--- src/rtl/fifo_pkg.sv ---
// fifo_pkg: shared state encodings, latency bounds and clog2 helper for the fifo_sync family.
`default_nettype none

package fifo_pkg;

   typedef enum logic [1:0] {
      ST_WAIT  = 2'd0,
      ST_RUN   = 2'd1,
      ST_DRAIN = 2'd2
   } rd_state_t;

   localparam int RD_LATENCY_MIN = 1;
   localparam int RD_LATENCY_MAX = 2;

   function automatic int clog2(input int value);
      int r;
      r = 0;
      for (int i = 0; i < 31; i++) begin
         if ((1 << i) < value) r = i + 1;
      end
      return r;
   endfunction

endpackage

`default_nettype wire

--- src/rtl/fifo_rd_buf.sv ---
// fifo_rd_buf: small circular output buffer with head/tail/count, push and pop ports.
`default_nettype none

module fifo_rd_buf
   import fifo_pkg::*;
#(
   parameter int WIDTH = 32,
   parameter int DEPTH = 3,
   parameter int CNT_W = clog2(DEPTH + 1)
) (
   input  logic             clk,
   input  logic             rst,
   input  logic             i_clear,
   input  logic             i_push,
   input  logic [WIDTH-1:0] i_push_data,
   input  logic             i_pop,
   output logic [WIDTH-1:0] o_head,
   output logic [CNT_W-1:0] o_count
);

   localparam int PTR_W = (DEPTH > 1) ? clog2(DEPTH) : 1;

   logic [WIDTH-1:0] r_mem [DEPTH];
   logic [PTR_W-1:0] r_head;
   logic [PTR_W-1:0] r_tail;
   logic [CNT_W-1:0] r_count;

   function automatic logic [PTR_W-1:0] f_next(input logic [PTR_W-1:0] p);
      return (p == PTR_W'(DEPTH - 1)) ? '0 : p + PTR_W'(1);
   endfunction

   always_ff @(posedge clk or negedge rst) begin
      if (!rst) begin
         for (int i = 0; i < DEPTH; i++) r_mem[i] <= '0;
         r_head  <= '0;
         r_tail  <= '0;
         r_count <= '0;
      end else if (i_clear) begin
         r_head  <= '0;
         r_tail  <= '0;
         r_count <= '0;
      end else begin
         if (i_push) begin
            r_mem[r_tail] <= i_push_data;
            r_tail        <= f_next(r_tail);
         end
         if (i_pop) r_head <= f_next(r_head);
         case ({i_push, i_pop})
            2'b10:   r_count <= r_count + CNT_W'(1);
            2'b01:   r_count <= r_count - CNT_W'(1);
            default: r_count <= r_count;
         endcase
      end
   end

   assign o_head  = r_mem[r_head];
   assign o_count = r_count;

endmodule

`default_nettype wire

--- src/rtl/fifo_rd_stream.sv ---
// fifo_rd_stream: drains a fixed-latency fifo_sync read port into a valid/ready stream.
// Optional FIFO_RD_STREAM_STATS_EN adds saturating pop_count / stall_count outputs.
`default_nettype none

module fifo_rd_stream
   import fifo_pkg::*;
#(
   parameter int FIFO_WIDTH = 32,
   parameter int RD_LATENCY = 2
) (
   input  logic                               clk,
   input  logic                               rst,
   input  logic                               fifo_ready,
   input  logic                               fifo_empty,
   output logic                               fifo_rd_en,
   input  logic [FIFO_WIDTH-1:0]              fifo_rd_data,
   input  logic                               flush,
   output logic                               m_valid,
   output logic [FIFO_WIDTH-1:0]              m_data,
   input  logic                               m_ready,
   output logic [clog2(RD_LATENCY+2)-1:0]     level
`ifdef FIFO_RD_STREAM_STATS_EN
   ,
   output logic [31:0]                        pop_count,
   output logic [31:0]                        stall_count
`endif
);

   localparam int BUF_DEPTH = RD_LATENCY + 1;
   localparam int CNT_W     = clog2(BUF_DEPTH + 1);

   rd_state_t             r_state;
   logic [RD_LATENCY-1:0] r_issue;
   logic [RD_LATENCY-1:0] w_issue_next;
   logic [CNT_W-1:0]      w_count;
   logic [CNT_W-1:0]      w_inflight;
   logic [CNT_W:0]        w_used;
   logic [CNT_W:0]        w_limit;
   logic                  w_return;
   logic                  w_xfer;
   logic                  w_flush_acc;
   logic                  w_push;

   generate
      if (RD_LATENCY == 1) begin : g_shift_one
         assign w_issue_next = fifo_rd_en;
      end else begin : g_shift_multi
         assign w_issue_next = {r_issue[RD_LATENCY-2:0], fifo_rd_en};
      end
   endgenerate

   always_comb begin
      w_inflight = '0;
      for (int i = 0; i < RD_LATENCY; i++) w_inflight = w_inflight + CNT_W'(r_issue[i]);
   end

   assign w_return    = r_issue[RD_LATENCY-1];
   assign w_xfer      = m_valid & m_ready;
   assign w_flush_acc = (r_state == ST_RUN) & flush;
   assign w_push      = w_return & (r_state == ST_RUN);

   // A word leaving this cycle frees its slot for a pop issued in the same cycle.
   assign w_used     = {1'b0, w_count} + {1'b0, w_inflight};
   assign w_limit    = (CNT_W+1)'(BUF_DEPTH) + {{CNT_W{1'b0}}, w_xfer};
   assign fifo_rd_en = (r_state == ST_RUN) & !fifo_empty & !flush & (w_used < w_limit);

   assign m_valid = (w_count != '0) & (r_state != ST_DRAIN);
   assign level   = w_count;

   fifo_rd_buf #(
      .WIDTH (FIFO_WIDTH),
      .DEPTH (BUF_DEPTH),
      .CNT_W (CNT_W)
   ) u_buf (
      .clk         (clk),
      .rst         (rst),
      .i_clear     (w_flush_acc),
      .i_push      (w_push),
      .i_push_data (fifo_rd_data),
      .i_pop       (w_xfer),
      .o_head      (m_data),
      .o_count     (w_count)
   );

   always_ff @(posedge clk or negedge rst) begin
      if (!rst) begin
         r_state <= ST_WAIT;
         r_issue <= '0;
      end else begin
         r_issue <= w_issue_next;
         case (r_state)
            ST_WAIT:  if (fifo_ready) r_state <= ST_RUN;
            ST_RUN:   if (flush) r_state <= ST_DRAIN;
            ST_DRAIN: if (w_issue_next == '0) r_state <= ST_RUN;
            default:  r_state <= ST_WAIT;
         endcase
      end
   end

`ifdef FIFO_RD_STREAM_STATS_EN
   logic [31:0] r_pop_count;
   logic [31:0] r_stall_count;

   always_ff @(posedge clk or negedge rst) begin
      if (!rst) begin
         r_pop_count   <= '0;
         r_stall_count <= '0;
      end else if (w_flush_acc) begin
         r_pop_count   <= '0;
         r_stall_count <= '0;
      end else begin
         if (w_xfer && (r_pop_count != '1)) r_pop_count <= r_pop_count + 32'd1;
         if (m_valid && !m_ready && (r_stall_count != '1)) r_stall_count <= r_stall_count + 32'd1;
      end
   end

   assign pop_count   = r_pop_count;
   assign stall_count = r_stall_count;
`endif

endmodule

`default_nettype wire

--- config.mk ---
export PLATFORM = sky130hd
export DESIGN_NAME = fifo_rd_stream
export DESIGN_NICKNAME = d
export VERILOG_FILES = /design/src/rtl/fifo_pkg.sv /design/src/rtl/fifo_rd_buf.sv /design/src/rtl/fifo_rd_stream.sv
export SDC_FILE = /design/constraint.sdc
export NUM_CORES = 1
export LEC_CHECK = 0
export CORE_ASPECT_RATIO = 0.5
export CORE_UTILIZATION = 51
export CTS_BUF_LIST = sky130_fd_sc_hd__clkbuf_8
export DETAILED_ROUTE_END_ITERATION = 8
export GPL_ROUTABILITY_DRIVEN = 0
export PLACE_DENSITY = 0.81
export SYNTH_ARGS = -nofsm -noshare
export SYNTH_HDL_FRONTEND = slang
export SYNTH_SLANG_ARGS = --single-unit
export TNS_END_PERCENT = 30
--- constraint.sdc ---
create_clock -name clk -period 1.9 [get_ports clk]
set_input_delay 0.57 -clock clk [delete_from_list [all_inputs] [get_ports clk]]
set_output_delay 0.57 -clock clk [all_outputs]
set_load 0.005 [all_outputs]
; ---- Yosys cells after proc, flatten, opt, wreduce, memory -nomap -nowiden
; Index checks and enable logic that the tools add are counted.
[op_classes]
n_addsub = 7
mul = 0
div = 0
order_cmp = 4
eq_ne = 10
shift = 0
muxes = 18
bitwise = 10
reduce_logical = 11
[ops]
columns = cell, count
row1 = $bwmux W96, 1
row2 = $mux W32, 3
row3 = $bmux W32 S2, 1
row4 = $demux W32 S2, 1
row5 = $mux W2, 10
row6 = $eq A2 B2 Y1 const B, 4
row7 = $ne A2 B2 Y1 const B, 4
row8 = $and A1 B1 Y1, 7
row9 = $add A2 B1 Y2 const B, 3
row10 = $ge A3 B3 Y1 const B, 2
row11 = $not A2 Y3, 2
row12 = $pmux W2 S3, 1
row13 = $reduce_bool A2 Y1, 3
row14 = $eq A2 B1 Y1 const B, 2
row15 = $logic_not A2 Y1, 2
row16 = $pmux W2 S2, 1
row17 = $add A2 B1 Y3 const A, 1
row18 = $add A2 B2 Y3, 1
row19 = $lt A3 B1 Y1 const B, 1
row20 = $lt A3 B3 Y1, 1
row21 = $reduce_and A3 Y1, 1
row22 = $reduce_bool A3 Y1, 1
row23 = $add A1 B1 Y2, 1
row24 = $logic_not A1 Y1, 2
row25 = 4 further kinds, 4
[totals]
ff_bits = 106
latch_bits = 0
ramBits = 0
rom_bits = 0
elab_cells = 68
mem_count = 0

; ---- Logic depth before layout (Yosys ltp)
[logic_depth]
word_depth = 9
ltp_mapped = 7

; ---- Hierarchy
; A second synthesis with hierarchy kept.
[hier_totals]
cells_unflattened = 368
area_unflattened_um2 = 4903.5
[modules_own_cells]
columns = module, instances, cells_each, area_each_um2
row1 = fifo_rd_buf, 1, 342, 4643.2
row2 = fifo_rd_stream, 1, 26, 260.2

; ---- Worst setup path after synthesis
; Ideal clock, no wire load.
[synth_path]
path_kind = register to output
start = reg u_buf.r_count[0], in the netlist u_buf.o_count[0]
end = out fifo_rd_en
arrival_ps = 1440
setup_slack_ps = -110
path_stages_with_launch = 7
n_path_buf = 0
path_cell_list = dfrtp_1 -> inv_1 -> fa_1 -> inv_1 -> ha_1 -> inv_1 -> o311a_1
[synth_between]
elab_chain_len = 6
[synth_rtl]
columns = element, line
row1 = start: declaration, fifo_rd_buf.sv:26  ; logic [CNT_W-1:0] r_count;
row2 = start signal: assignment, fifo_rd_buf.sv:49  ; 2'b10: r_count <= r_count + CNT_W'(1);
row3 = start signal: assignment, fifo_rd_buf.sv:50  ; 2'b01: r_count <= r_count - CNT_W'(1);
row4 = start signal: assignment, fifo_rd_buf.sv:51  ; default: r_count <= r_count;
row5 = $reduce_bool A2 Y1, fifo_rd_stream.sv:67  ; assign m_valid = (w_count != '0) & (r_state != ST_DRAIN);
row6 = $and A1 B1 Y1, fifo_rd_stream.sv:67
row7 = $and A1 B1 Y1, fifo_rd_stream.sv:58  ; assign w_xfer = m_valid & m_ready;
row8 = $add A2 B1 Y3, fifo_rd_stream.sv:64  ; assign w_limit = (CNT_W+1)'(BUF_DEPTH) + {{CNT_W{1'b0}}, w_xfer};
row9 = $lt A3 B3 Y1 *, fifo_rd_stream.sv:65  ; assign fifo_rd_en = (r_state == ST_RUN) & !fifo_empty & !flush & (w_used < w_limit);
row10 = $and A1 B1 Y1 *, fifo_rd_stream.sv:65
row11 = end: declaration, fifo_rd_stream.sv:15  ; output logic fifo_rd_en,
; Mark *: on every way between the ends. The rest lies on a longest branch, timed or not.

; ---- Worst setup path in the final report
[layout_path]
start = reg r_issue[1]
end = out fifo_rd_en
[layout_between]
elab_chain_len = 4
[layout_rtl]
columns = element, line
row1 = start: declaration, fifo_rd_stream.sv:33  ; logic [RD_LATENCY-1:0] r_issue;
row2 = start signal: assignment, fifo_rd_stream.sv:90  ; r_issue <= w_issue_next;
row3 = $add A1 B1 Y2, fifo_rd_stream.sv:54  ; for (int i = 0; i < RD_LATENCY; i++) w_inflight = w_inflight + CNT_W'(r_issue[i]);
row4 = $add A2 B2 Y3, fifo_rd_stream.sv:63  ; assign w_used = {1'b0, w_count} + {1'b0, w_inflight};
row5 = $lt A3 B3 Y1, fifo_rd_stream.sv:65
row6 = $and A1 B1 Y1, fifo_rd_stream.sv:65
; No other way between the ends.

==> results.py <==
metrics = {
    "outcome": {
        "status": "complete, but fails checks",
        "failed_checks": "setup timing",
    },
    "power_and_ir_drop": {
        "leakagePower_nw": 3.23,
        "power_per_cell_area_nw_per_um2": 1220,
        "vdd_drop_max_mv": 0.595,
    },
    "route": {
        "route.detailed.vias_per_inst": 5.23,
        "detail_route.drc_violations": 0,
        "avgRoutedWirePerCell_um": 18.2,
        "detail_route.iter0.violations": 167,
        "wl_um": 11500,
        "drt-pass1-iter-count": 4,
        "route.antenna.remaining_nets": 0,
        "detailroute.via_count": 3297,
    },
    "placed_design": {
        "numPortBuffers": 73,
        "post_dp_cell_area_um2": 6010,
        "place_ws_ns": -0.578,
        "detailedPlacementHpwl_um": 6790,
    },
    "synth": {
        "yosys_most_used_dff": "sky130_fd_sc_hd__dfrtp_1",
        "synth-seq-cells": 106,
        "synth_async_sr_flop_share": 1.00,
        "post_synthesis_average_cell_area_um2": 13.6,
        "synth_enable_flop_cells": 0,
        "synth_cell_type_count": 35,
        "syn_area_um2": 4990,
        "postSynthCellCount": 368,
        "synth-seq-area-share": 0.532,
        "ys_warn_count": 0,
        "syn_nets": 409,
    },
    "floorplan": {
        "core_area_um2": 9480,
        "standard_cell_rows": 25,
        "die_width_um": 142,
        "die-height_um": 71.9,
        "floorplan.die_area_um2": 10200,
        "floorplan.io_pins": 74,
        "effective_utilization_at_floorplan": 0.526,
    },
    "clock_tree": {
        "number_of_h_tree_levels": 3,
        "clockRootBuffer": "sky130_fd_sc_hd__clkbuf_8",
        "clk_sink_count": 106,
        "clk_pin_slew_ns": 0.10,
        "insertion_delay_ns": 0.37,
        "cts-buffers-inserted": 9,
        "cts_hold_repair.buffers": 0,
        "clock_tree.buffer_depth": 2,
        "cts_tree": "yes",
    },
    "final_layout": {
        "seq_area_um2": 2650,
        "antenna_cells": 0,
        "util_after_layout": 0.684,
        "drive_above_1_share": 0.456,
        "area.growth.synth_to_final_pct": 30.0,
        "finish.net_count": 533,
        "area_of_the_multi_input_gates_um2": 2170,
        "filler_cell_count": 694,
        "finish.instance_area_um2": 6480,
        "mostFrequentLayoutCell": "sky130_fd_sc_hd__dfrtp_1",
        "mostFrequentLayoutCells": "sky130_fd_sc_hd__dfrtp_1 (105), sky130_fd_sc_hd__mux2_2 (65), sky130_fd_sc_hd__clkdlybuf4s50_1 (35)",
    },
    "setup_path": {
        "critical_path.n_buffers_inverters": 4,
        "crit_path_frequent_cell": "sky130_fd_sc_hd__inv_1",
        "setup.worst_path.class": "reg2out",
        "timing.critical_path.arrival_ns": 1.85,
        "critical_path.endpoint_type": "output port",
        "cp_data_required_time_ns": 1.33,
        "crit_path_cell_trace": "inv_2, fa_2, inv_1, ha_1, inv_1, o311a_1, buf_2",
        "crit_path_max_incr_delay_ns": 0.38,
        "timing.critical_path.fanout_max": 2,
        "cpMaxStageDelayCell": "sky130_fd_sc_hd__dfrtp_1",
        "setup.worst_path.start_class": "flop",
        "path_delay_family": "adder cells",
    },
    "sta": {
        "fin_worst_skew_ns": 0.0185,
        "relative_max_transition_margin": 0.743,
        "post_layout_worst_setup_margin_ns": -0.523,
        "hold_violations": 0,
        "grt_setup_unrepaired": "yes",
        "setup_viol": 34,
        "timing_limited_maximum_frequency_ghz": 0.413,
        "worst_pin_slew_ns": 0.386,
        "layout_worst_path_cycle_share": 1.28,
        "fin_tns_setup_ns": -8.79,
        "finalMaxSlewViolations": 0,
        "fin_crit_ns": 2.42,
    },
    "min_path": {
        "worst_hold_path_class": "in2async",
    },
    "global_route": {
        "largest_net_degree_at_the_start_of_global_routing": 37,
        "grt_pass1_vias": 3467,
        "gr-total-overflow": 0,
        "antenna_found_initial": 0,
        "grt_use_total": 0.224,
        "wire_length_of_the_first_global_routing_pass_um": 17400,
    },
    "run": {
        "maxCapViolCount": 0,
    },
}
[through the flow]
step                hold WS [ns]  cells  total power, mW
CTS                        0.114    614             7.48
global placement           0.468    583             5.89
finish                     0.113    631             7.90
global route               0.117    631             8.29
detailed placement         0.468    583             5.99
floorplan                  0.274    368             4.54
[sequential cells by signal, indices dropped and copies added, names as in the netlist]
signal,count
u_buf.r_mem,96
r_issue,2
r_state,2
u_buf.o_count,2
u_buf.r_head,2
u_buf.r_tail,2
[synthesized netlist by cell type, types with 3 or more instances]
library cell	instances	area (um^2)
sky130_fd_sc_hd__nand2_1	37	139
sky130_fd_sc_hd__inv_1	6	22.5
sky130_fd_sc_hd__buf_6	8	90.1
sky130_fd_sc_hd__buf_2	7	35.0
sky130_fd_sc_hd__buf_12	3	60.1
sky130_fd_sc_hd__o21ai_0	34	170
sky130_fd_sc_hd__mux2_4	29	435
sky130_fd_sc_hd__dfrtp_1	106	2650
sky130_fd_sc_hd__nor2_1	5	18.8
sky130_fd_sc_hd__clkbuf_1	5	18.8
sky130_fd_sc_hd__mux2_2	65	732
sky130_fd_sc_hd__mux2i_1	35	350
[metal layers]
layer | up-vias | part of all wire | routed length (um) | GRT usage
met4 | 0 | 0.0090 | 103 | 0.0538
met3 | 9 | 0.033 | 378 | 0.0508
met2 | 54 | 0.49 | 5640 | 0.375
li1 | 1534 | - | - | -
met5 | - | 0 | 0 | 0
met1 | 1700 | 0.47 | 5350 | 0.300
[cell type report]
type / instances / area share
sequential: 106 / 0.409
inverter: 6 / 0.00347
tap: 135 / 0.0261
timing repair buffer: 136 / 0.198
clock inverter: 6 / 0.00926
multi-input combinational: 233 / 0.335
clock buffer: 9 / 0.0191
[kinds of logic (layout without fill, tap and decap cells)]
kind of cell	count (synthesis)	after routing	synth area share
flops	106	106	0.532
simple gates	57	57	0.0595
buf+inv	29	157	0.0454
mux	131	131	0.309
xor+xnor	2	2	0.00351
fa+ha+maj	3	3	0.00903
compound gates	40	40	0.0419
[final timing paths]
kind,startpoint,endpoint,slack (ns),depth (start not counted)
max,r_issue[1]$_DFF_PN0_,fifo_rd_en,-0.52,7
max in group asynchronous,rst,u_buf.r_tail[0]$_DFFE_PN0P_,1.26,2
min in group clk,r_issue[0]$_DFF_PN0_,r_issue[1]$_DFF_PN0_,0.51,1
min reg2reg,r_issue[0]$_DFF_PN0_,r_issue[1]$_DFF_PN0_,0.51,1
min,rst,u_buf.r_mem[54]$_DFFE_PN0P_,0.11,1
max reg2reg,r_issue[1]$_DFF_PN0_,u_buf.r_mem[75]$_DFFE_PN0P_,0.06,8
[power breakdown]
group	switching (mW)	total (mW)	leakage [nW]	internal [mW]
registers	0.314	3.06	1.44	2.75
logic	1.50	3.47	1.70	1.97
clock network	0.767	1.36	0.0963	0.597
[what timing repair did]
action,4_1_cts,5_1_grt
resized for setup,143,66
pin swaps,5,10
gates cloned,3,3
setup endpoints to repair,40,53
buffers inserted,13,18
(Power assumes the default switching activity.)
